==> src/rtl/smf_pkg.sv <==
// Shared definitions for the switching median filter threshold detector:
// pixel width, counter width default, default threshold and frame FSM states.
package smf_pkg;

  localparam int PIX_W = 8;
  localparam int CNT_W_DEF = 16;
  localparam logic [PIX_W-1:0] DEFAULT_THR = 8'd40;

  typedef enum logic {
    IDLE   = 1'b0,
    ACTIVE = 1'b1
  } frame_state_t;

endpackage

==> src/rtl/frame_noise_counter.sv <==
// Per-frame count of substituted pixels with framing supervision.
// Publishes the final count with a one-cycle strobe when a frame closes.
module frame_noise_counter
  import smf_pkg::*;
#(
  parameter int CNT_W = CNT_W_DEF
) (
  input  logic             clk,
  input  logic             srst,
  input  logic             accept,
  input  logic             noisy,
  input  logic             frame_start,
  input  logic             frame_end,
  output logic [CNT_W-1:0] noise_count,
  output logic             count_valid,
  output logic             sync_error
);

  frame_state_t     state_reg;
  logic [CNT_W-1:0] cnt_reg;
  logic [CNT_W-1:0] cnt_next;
  logic [CNT_W-1:0] noise_count_reg;
  logic             count_valid_reg;
  logic             sync_error_reg;

  // Running count including the current beat, pinned at all-ones.
  always_comb begin
    cnt_next = cnt_reg;
    if (noisy && (cnt_reg != {CNT_W{1'b1}})) begin
      cnt_next = cnt_reg + CNT_W'(1);
    end
  end

  always_ff @(posedge clk) begin
    if (srst) begin
      state_reg       <= IDLE;
      cnt_reg         <= '0;
      noise_count_reg <= '0;
      count_valid_reg <= 1'b0;
      sync_error_reg  <= 1'b0;
    end else begin
      count_valid_reg <= 1'b0;
      if (accept) begin
        if (frame_start) begin
          // A start inside an open frame aborts it without publishing.
          if (state_reg == ACTIVE) begin
            sync_error_reg <= 1'b1;
          end
          if (frame_end) begin
            noise_count_reg <= CNT_W'(noisy);
            count_valid_reg <= 1'b1;
            state_reg       <= IDLE;
          end else begin
            cnt_reg   <= CNT_W'(noisy);
            state_reg <= ACTIVE;
          end
        end else if (state_reg == IDLE) begin
          sync_error_reg <= 1'b1;
        end else if (frame_end) begin
          noise_count_reg <= cnt_next;
          count_valid_reg <= 1'b1;
          state_reg       <= IDLE;
        end else begin
          cnt_reg <= cnt_next;
        end
      end
    end
  end

  assign noise_count = noise_count_reg;
  assign count_valid = count_valid_reg;
  assign sync_error  = sync_error_reg;

endmodule

==> src/rtl/switch_decision_stage.sv <==
// Noise decision and pixel substitution with a two-stage valid/ready pipeline.
// Thresholds switch only on an accepted frame-start beat.
module switch_decision_stage
  import smf_pkg::*;
#(
  parameter logic [PIX_W-1:0] DEFAULT_THRESHOLD = DEFAULT_THR,
  parameter int               CNT_W             = CNT_W_DEF
) (
  input  logic             Clk,
  input  logic             Reset,
  input  logic             In_Valid,
  output logic             In_Ready,
  input  logic [PIX_W-1:0] CV,
  input  logic [PIX_W-1:0] MV,
  input  logic [PIX_W-1:0] AD,
  input  logic             Frame_Start,
  input  logic             Frame_End,
  input  logic [PIX_W-1:0] Threshold,
  input  logic             Threshold_Load,
  output logic             Out_Valid,
  input  logic             Out_Ready,
  output logic [PIX_W-1:0] Pixel_Out,
  output logic             Noise_Flag,
  output logic [CNT_W-1:0] Noise_Count,
  output logic             Count_Valid,
  output logic             Sync_Error
);

  logic [PIX_W-1:0] pending_thr_reg;
  logic [PIX_W-1:0] active_thr_reg;
  logic [PIX_W-1:0] beat_thr;
  logic             noisy;
  logic             accept;
  logic             adv2;

  logic             s1_valid_reg;
  logic [PIX_W-1:0] s1_pix_reg;
  logic             s1_flag_reg;
  logic             out_valid_reg;
  logic [PIX_W-1:0] out_pix_reg;
  logic             out_flag_reg;

  assign adv2     = ~out_valid_reg | Out_Ready;
  assign In_Ready = ~s1_valid_reg | adv2;
  assign accept   = In_Valid & In_Ready;

  // A frame-start beat already uses the threshold it is about to activate.
  assign beat_thr = Frame_Start ? pending_thr_reg : active_thr_reg;
  assign noisy    = AD > beat_thr;

  always_ff @(posedge Clk) begin
    if (Reset) begin
      pending_thr_reg <= DEFAULT_THRESHOLD;
      active_thr_reg  <= DEFAULT_THRESHOLD;
    end else begin
      if (Threshold_Load) begin
        pending_thr_reg <= Threshold;
      end
      if (accept && Frame_Start) begin
        active_thr_reg <= pending_thr_reg;
      end
    end
  end

  always_ff @(posedge Clk) begin
    if (Reset) begin
      s1_valid_reg  <= 1'b0;
      s1_pix_reg    <= '0;
      s1_flag_reg   <= 1'b0;
      out_valid_reg <= 1'b0;
      out_pix_reg   <= '0;
      out_flag_reg  <= 1'b0;
    end else begin
      if (In_Ready) begin
        s1_valid_reg <= accept;
        if (accept) begin
          s1_pix_reg  <= noisy ? MV : CV;
          s1_flag_reg <= noisy;
        end
      end
      if (adv2) begin
        out_valid_reg <= s1_valid_reg;
        if (s1_valid_reg) begin
          out_pix_reg  <= s1_pix_reg;
          out_flag_reg <= s1_flag_reg;
        end
      end
    end
  end

  assign Out_Valid  = out_valid_reg;
  assign Pixel_Out  = out_pix_reg;
  assign Noise_Flag = out_flag_reg;

  frame_noise_counter #(
    .CNT_W(CNT_W)
  ) u_counter (
    .clk        (Clk),
    .srst       (Reset),
    .accept     (accept),
    .noisy      (noisy),
    .frame_start(Frame_Start),
    .frame_end  (Frame_End),
    .noise_count(Noise_Count),
    .count_valid(Count_Valid),
    .sync_error (Sync_Error)
  );

endmodule

==> config.mk <==
export PLATFORM = sky130hd
export DESIGN_NAME = switch_decision_stage
export DESIGN_NICKNAME = d
export VERILOG_FILES = /design/src/rtl/smf_pkg.sv /design/src/rtl/frame_noise_counter.sv /design/src/rtl/switch_decision_stage.sv
export SDC_FILE = /design/constraint.sdc
export NUM_CORES = 1
export LEC_CHECK = 0
export CAP_MARGIN = 10
export CELL_PAD_IN_SITES_DETAIL_PLACEMENT = 2
export CELL_PAD_IN_SITES_GLOBAL_PLACEMENT = 2
export CORE_UTILIZATION = 34
export DETAILED_ROUTE_END_ITERATION = 10
export DONT_BUFFER_PORTS = 1
export PLACE_DENSITY_LB_ADDON = 0.1
export SYNTH_ARGS = -nofsm -noshare
export SYNTH_HDL_FRONTEND = slang
export SYNTH_HIERARCHICAL = 1
export SYNTH_SLANG_ARGS = --single-unit
export TNS_END_PERCENT = 30
==> constraint.sdc <==
create_clock -name Clk -period 3.39 [get_ports Clk]
set_clock_uncertainty 0.1 [all_clocks]
set_input_delay 0.5085 -clock Clk [delete_from_list [all_inputs] [get_ports Clk]]
set_output_delay 0.5085 -clock Clk [all_outputs]
set_load 0.02 [all_outputs]
==> results of run 1 <==
==> synthesized netlist by cell type, types with 2 or more instances <==
library cell,n
dfxtp_1,71
nand2_1,59
nor2_1,33
a21oi_1,24
o211ai_1,24
mux2i_1,23
nand3_1,22
clkbuf_1,18
or4_1,14
inv_1,13
a31oi_1,12
buf_2,11
ha_1,10
nand4_1,9
a311oi_1,8
o21ai_0,8
o21ai_1,6
or3_1,6
and4_1,5
a211o_1,4
nor3_1,4
xor2_1,4
a211oi_1,3
nand2b_1,3
nand3b_1,3
nor2b_1,3
o311ai_0,3
a221oi_1,2
and3_1,2
buf_4,2
nor3b_1,2
==> stage by stage <==
step / instance area (um^2) / cells
floorplan: 3670 / 438
global placement: 3770 / 553
detailed placement: 3770 / 553
CTS: 3940 / 568
global route: 3940 / 568
finish: 3940 / 568
==> path summary, 6_finish.rpt <==
check | startpoint | cells past startpoint | to
max | pending_thr_reg[0] | 10 | u_counter/cnt_reg[14]
min | Reset | 1 | u_counter/sync_error
max reg2reg | pending_thr_reg[0] | 10 | u_counter/cnt_reg[14]
min reg2reg | active_thr_reg[2] | 2 | active_thr_reg[2]
==> logic make-up after synthesis <==
kind of cell,after synthesis
adders and majority gates,10
buffers and inverters,48
AOI/OAI and AO/OA,104
DFF,71
xor gates and xnor gates,4
muxes,24
and+or+nand+nor,177
==> critical path: stages (launching register included) <==
cell	delay, ps
dfxtp_1	330
mux2_1	300
ha_1	190
nor2b_1	110
o211ai_1	120
a21oi_2	170
o21a_1	240
and4_1	360
nand4_1	300
or4_1	500
a31oi_1	170
==> cell type report <==
class	instances	share of cell area, %
clock inverter	6	0.985
timing repair buffer	12	2.29
clock buffer	9	3.15
tap	136	4.32
inverter	15	1.43
sequential	71	36.1
multi-input combinational	319	51.7
==> power breakdown <==
part	total (mW)	internal (mW)	leakage, nW	switching (mW)
registers	0.891	0.862	0.578	0.0290
clock network	0.605	0.259	0.0809	0.346
logic	0.174	0.0716	0.755	0.103
==> layer usage <==
metal  part of all wire [%]  wire (um)  global-route usage, %
met2                     52       5840                   37.6
met1                     43       4760                   24.6
met5                      0          0                      0
met3                    4.2        468                   4.89
met4                    1.1        125                   6.15
==> results.md, run 1 <==
- Area Overhead vs Synth: 7.37%
- Fin crit share: between 80% and 90%
- Clk buf depth: 2
- Pre-CTS setup slack: 198 ps
- Via count: 3304
- Startpoint types: flip-flop
- CP Capture Type: flip-flop
- Final core occ: 38.0%
- Final ANT Viol Nets: 0
- WL final: ~11000 um
- Final hold vios: 0
- Clk Latency, worst-skew pair: 350 ps
- Post-route setup slack: 424 ps
- Setup_tns: 0 ps
- Maximum vdd drop: 179 uV
- Yosys top cell by area: dfxtp_1
- I/O Buffers: 0
- Multi-input gate area: ~0.0020 mm^2
- RSZ-0062 raised after global routing: false
- Worst-path clk slew: 80 ps
- Die Width: 106 um
- Drt pass-1 iters: 4
- CTS tree: yes
- CORE AREA: 0.0104 mm^2
- FP Rows: 37
- Total setup buffers inserted after CTS: 0
- Layout cells sized above 1: under 10%
- Yosys Warn Count: 6
- P_leak: about 1.4 nW
- Crit path max fanout: 7
- Fillers: 1191
- Root Driver: clkbuf_8
- Min cycle time layout: 2970 ps
- Synth Area in Simple Gates: 25.0%
- Seq cells post-synth: about 70
- H-tree depth: 3
- Vias in the first global route: 3534
- Power per cell area: 424 mW/mm^2
- Least-Margin Pin Slew: 696 ps
- Status: finished clean
- Starting DRT DRC Count: 55
- Initial antenna violation count: 0
- Num CTS Buffers: 9
- Total Power: 1.67 mW
- Syn Area/Cell: 8.37 um^2
- Distinct cells, synth: 58
- Fmax: approximately 340 MHz
- Synthesized cell area: 0.00367 mm^2
- First-pass GRT wire length: approximately 18000 um
- Nets: around 480
- DR DRC count: 0
- Syn Nets: 487
- Routed vias/inst: 5.82
- Top cells by area, synth: dfxtp_1 39%, mux2i_1 6.3%, nand2_1 6.0%
- Die H: 106 um
- Proportion of synthesized area in mux cells: 6.58%
- Adder-Cell Fraction of Synth Area: 3.41%
- Hold Slack: 118 ps
- Critical path type: flip-flop to flip-flop
- CTS resizes: 0
- Crit path DAT: 3150 ps
- Die footprint: 0.0112 mm^2
- ANT cells: 0
- Top Ports: 68
- Endpoints failing setup: 0
- Largest family of logic cells by synthesized area: simple AND/OR/NAND/NOR gates
- Hold buffers post-CTS: 0
- Final count of pins violating max slew: 0
- Max Cap Viol: 0
- Req. time, crit path: 3580 ps
- Post-synth EDFFs: 0
- Worst Hold Class: primary input to flip-flop
- Sequential Area: 0.00142 mm^2
- Most frequent cells in the layout: 71 x dfxtp_1, 59 x nand2_1, 33 x nor2_1
- Initial Util: a little over a third
- Total gr overflow: 0
- Leading cell type in the layout, fill and taps excluded: dfxtp_1
- Gate Count Post-Synth: 438
- Gpl congestion: around 0.75
- GRT Resource Usage Total: approximately a fifth
- Synth Flop Type: dfxtp_1
- CTS sink count: 71
- Largest net degree at the start of global routing: 61
- Compound-gate portion of the synthesized area: between 10% and 20%
- Asr flop ratio synth: 0%
- Top cell type's share of synthesized area: 38.8%
- Final HPWL DP: 7780 um
- WL/cell: 19.7 um
- Sequential-to-total area share from yosys stat: 38.8%
- Slew HR: 53.3%
- R2R Setup Slk: approximately 420 ps
- Post-synthesis xor/xnor area fraction: 0.955%
(Power assumes the default switching activity.)
==> run 2, diff against run 1 <==
--- a/config.mk
+++ b/config.mk
@@ -6,8 +6,8 @@
 export NUM_CORES = 1
 export LEC_CHECK = 0
-export CAP_MARGIN = 10
+export ABC_AREA = 1
 export CELL_PAD_IN_SITES_DETAIL_PLACEMENT = 2
 export CELL_PAD_IN_SITES_GLOBAL_PLACEMENT = 2
-export CORE_UTILIZATION = 34
+export CORE_UTILIZATION = 31
 export DETAILED_ROUTE_END_ITERATION = 10
 export DONT_BUFFER_PORTS = 1
--- a/constraint.sdc
+++ b/constraint.sdc
@@ -3,3 +3,3 @@
 set_input_delay 0.5085 -clock Clk [delete_from_list [all_inputs] [get_ports Clk]]
 set_output_delay 0.5085 -clock Clk [all_outputs]
-set_load 0.02 [all_outputs]
+set_load 0.005 [all_outputs]
==> run 2 against run 1 <==
Sequential power increased by 5.1%. Register-to-register slack improved by 290 ps. Critical path depth grew 7. Setup slack improved by 290 ps. Largest cell class unchanged. Largest power group is now the clock network.
==> results.md, run 2 <==
- Status: finished clean
- Top cell type's share of synthesized area: 40.2%
- Bufs and invs on worst path: 4
- GRT Resource Usage Total: roughly a fifth
- Seq cells post-synth: 71
- Clk buf depth: 2
- Pre-CTS setup slack: 421 ps
- Worst path slowest cell: ha_1
- Fin crit share: roughly four fifths
- Power per cell area: 544 mW/mm^2
- Total gr overflow: 0
- Startpoint types: flip-flop
- Routed vias/inst: between 5 and 6
- Endpoints failing setup: 0
- Met3 usage: about 5%
- FP Rows: 38
- Worst Hold Class: primary input to flip-flop
- CORE AREA: 0.0110 mm^2
- Crit path depth: 17
- WL final: 10500 um
- Min cycle time layout: 2680 ps
- WL/cell: around 16 um
- Sequential share of power: between 40% and 50%
- Critical path type: flip-flop to flip-flop
- Worst hold path depth: 1
- Gate Count Post-Synth: about 500
- Layout cells sized above 1: 10.7%
- RSZ-0062 raised after global routing: false
- Max incr delay on CP: 350 ps
- Distinct cells, synth: 28
- Hold EP: s1_valid_reg
- Sequential Area: 0.00142 mm^2
- CP Capture Type: flip-flop
- Vias in the first global route: 3604
- Internal: around 1.6 mW
- Net Sw Frac: 26.7%
- CTS sink count: 71
- Area Overhead vs Synth: 12.1%
- CP top delay family: simple AND/OR/NAND/NOR gates
- Commonest cells in the netlist: 105 x nand2_1, 71 x dfxtp_1, 63 x nor2_1
- Sequential-to-total area share from yosys stat: about two fifths
- R2R Setup Slk: about 700 ps
- Least-Margin Pin Slew: 839 ps
- Top Ports: 68
- Syn Nets: 551
- First-pass GRT wire length: 17400 um
- Gpl congestion: 0.733
- Crit path DAT: roughly 2800 ps
- I/O Buffers: 0
- Maximum vdd drop: 207 uV
- Asr flop ratio synth: 0%
- Largest net degree at the start of global routing: 33
- Sw power: 0.575 mW
- Die footprint: 0.0118 mm^2
- Slew HR: 44.0%
- Crit path max fanout: 20
- CTS resizes: 0
- Clock power frac: between 40% and 50%
- Final HPWL DP: 7620 um
- Die Width: 109 um
- ANT cells: 0
- Leading cell type in the layout, fill and taps excluded: nand2_1
- Post-route setup slack: 715 ps
- Synth Flop Type: dfxtp_1
- M1 GR Usage: 20.9%
- Hold buffers post-CTS: 0
- Post-synth EDFFs: 0
- Combinational power share: 12.3%
- Yosys Warn Count: 6
- Starting DRT DRC Count: 48
- Clk Latency, worst-skew pair: 340 ps
- Fmax: ~370 MHz
- DR DRC count: 0
- Most frequent cells in the layout: 105 x nand2_1, 71 x dfxtp_1, 62 x nor2_1
- Req. time, crit path: approximately 3600 ps
- Fillers: about 1300
- Setup_tns: 0 ps
- Syn Area/Cell: 7.04 um^2
- Max Cap Viol: 0
- Most frequent cell after synthesis: nand2_1
- Total setup buffers inserted after CTS: 0
- Num CTS Buffers: 9
- Worst-path clk slew: 60 ps
- Top cells by area, synth: dfxtp_1 40%, nand2_1 11%, o21ai_0 8.2%
- Root Driver: clkbuf_16
- Initial antenna violation count: 0
- Cell Chain, Critical Path: inv_1 -> nand2_1 -> o21ai_0 -> ha_1 -> nand2_2 -> nor2_4 -> nand2_1 -> nand2_4 -> nand2_4 -> inv_1 -> inv_1 -> nor2_2 -> buf_4 -> nand2_1 -> o21ai_2 -> nand2_2 -> a21oi_2
- P_leak: between 1.5 and 2 nW
- Initial Util: 32.2%
- R2R depth: 17
- Most Crowded Layer GR: met2
- Die H: 109 um
- Final count of pins violating max slew: 0
- Yosys top cell by area: dfxtp_1
- Total Power: 2.16 mW
- H-tree depth: 3
- Via count: 3307
- Final hold vios: 0
- Hold Crit Start: Reset
- Multi-input gate area: 0.00183 mm^2
- Drt pass-1 iters: 4
- Final ANT Viol Nets: 0
- Nets: 548
- Routing usage on met2: 36.4%
- Terminus of the critical flop-to-flop path: u_counter/cnt_reg[3]
- CTS tree: yes
- R2r startpoint: active_thr_reg[7]
- Synthesized cell area: approximately 0.0035 mm^2
-- run 2: cell families (layout without fill, tap and decap cells) --
| kind of cell | Yosys count | after routing | share of synthesized area [%] |
|---|---|---|---|
| adder cells (fa/ha/maj) | 10 | 10 | 3.54 |
| buffers and inverters | 72 | 73 | 8.22 |
| XOR/XNOR | 4 | 4 | 0.992 |
| AND/OR/NAND/NOR | 232 | 232 | 29.6 |
| multiplexers | 2 | 2 | 0.567 |
| flip-flops | 71 | 71 | 40.2 |
| AO/OA/AOI/OAI | 111 | 111 | 16.8 |
-- run 2: per-stage QoR --
stage	util (%)	hold slack, ps	cell area, um^2	std cells
2_1_floorplan	-	324	3530	502
4_1_cts	36.0	122	3960	643
6_report	36.0	141	3960	643
5_1_grt	36.0	127	3960	643
3_5_place_dp	33.3	347	3660	628
3_3_place_gp	33.3	337	3660	628
-- run 2: layer usage --
| layer | part of all wire, % | routed length [um] |
|---|---|---|
| met3 | 3.7 | 388 |
| met2 | 54 | 5610 |
| met1 | 41 | 4320 |
| met4 | 1.4 | 143 |
| met5 | 0 | 0 |
-- run 2: area by class of cell --
| class | instances | share of cell area [%] |
|---|---|---|
| well taps | 140 | 4.42 |
| multi-input cells | 359 | 46.2 |
| inverters | 53 | 5.03 |
| repair buffers | 5 | 0.948 |
| flip-flops and latches | 71 | 35.9 |
| clock inverters | 4 | 1.14 |
| clock buffers | 11 | 6.38 |
-- run 2: worst max path at each step --
stage | end | slack, ps | from
2_1_floorplan | u_counter/noise_count[7] | 750 | Frame_Start
6_report | u_counter/cnt_reg[3] | 710 | active_thr_reg[7]
5_1_grt | u_counter/cnt_reg[2] | 480 | active_thr_reg[1]
4_1_cts | u_counter/noise_count[3] | 660 | active_thr_reg[7]
3_5_place_dp | u_counter/cnt_reg[3] | 420 | Frame_Start
3_3_place_gp | u_counter/noise_count[11] | 660 | Frame_Start
-- run 2: power groups by stage --
stage	combinational [mW]	sequential, mW	clock [mW]
5_1_grt	0.308	0.943	1.02
6_report	0.265	0.936	0.954
3_3_place_gp	0.254	0.952	0
4_1_cts	0.273	0.937	0.991
3_5_place_dp	0.271	0.955	0
2_1_floorplan	0.211	0.939	0
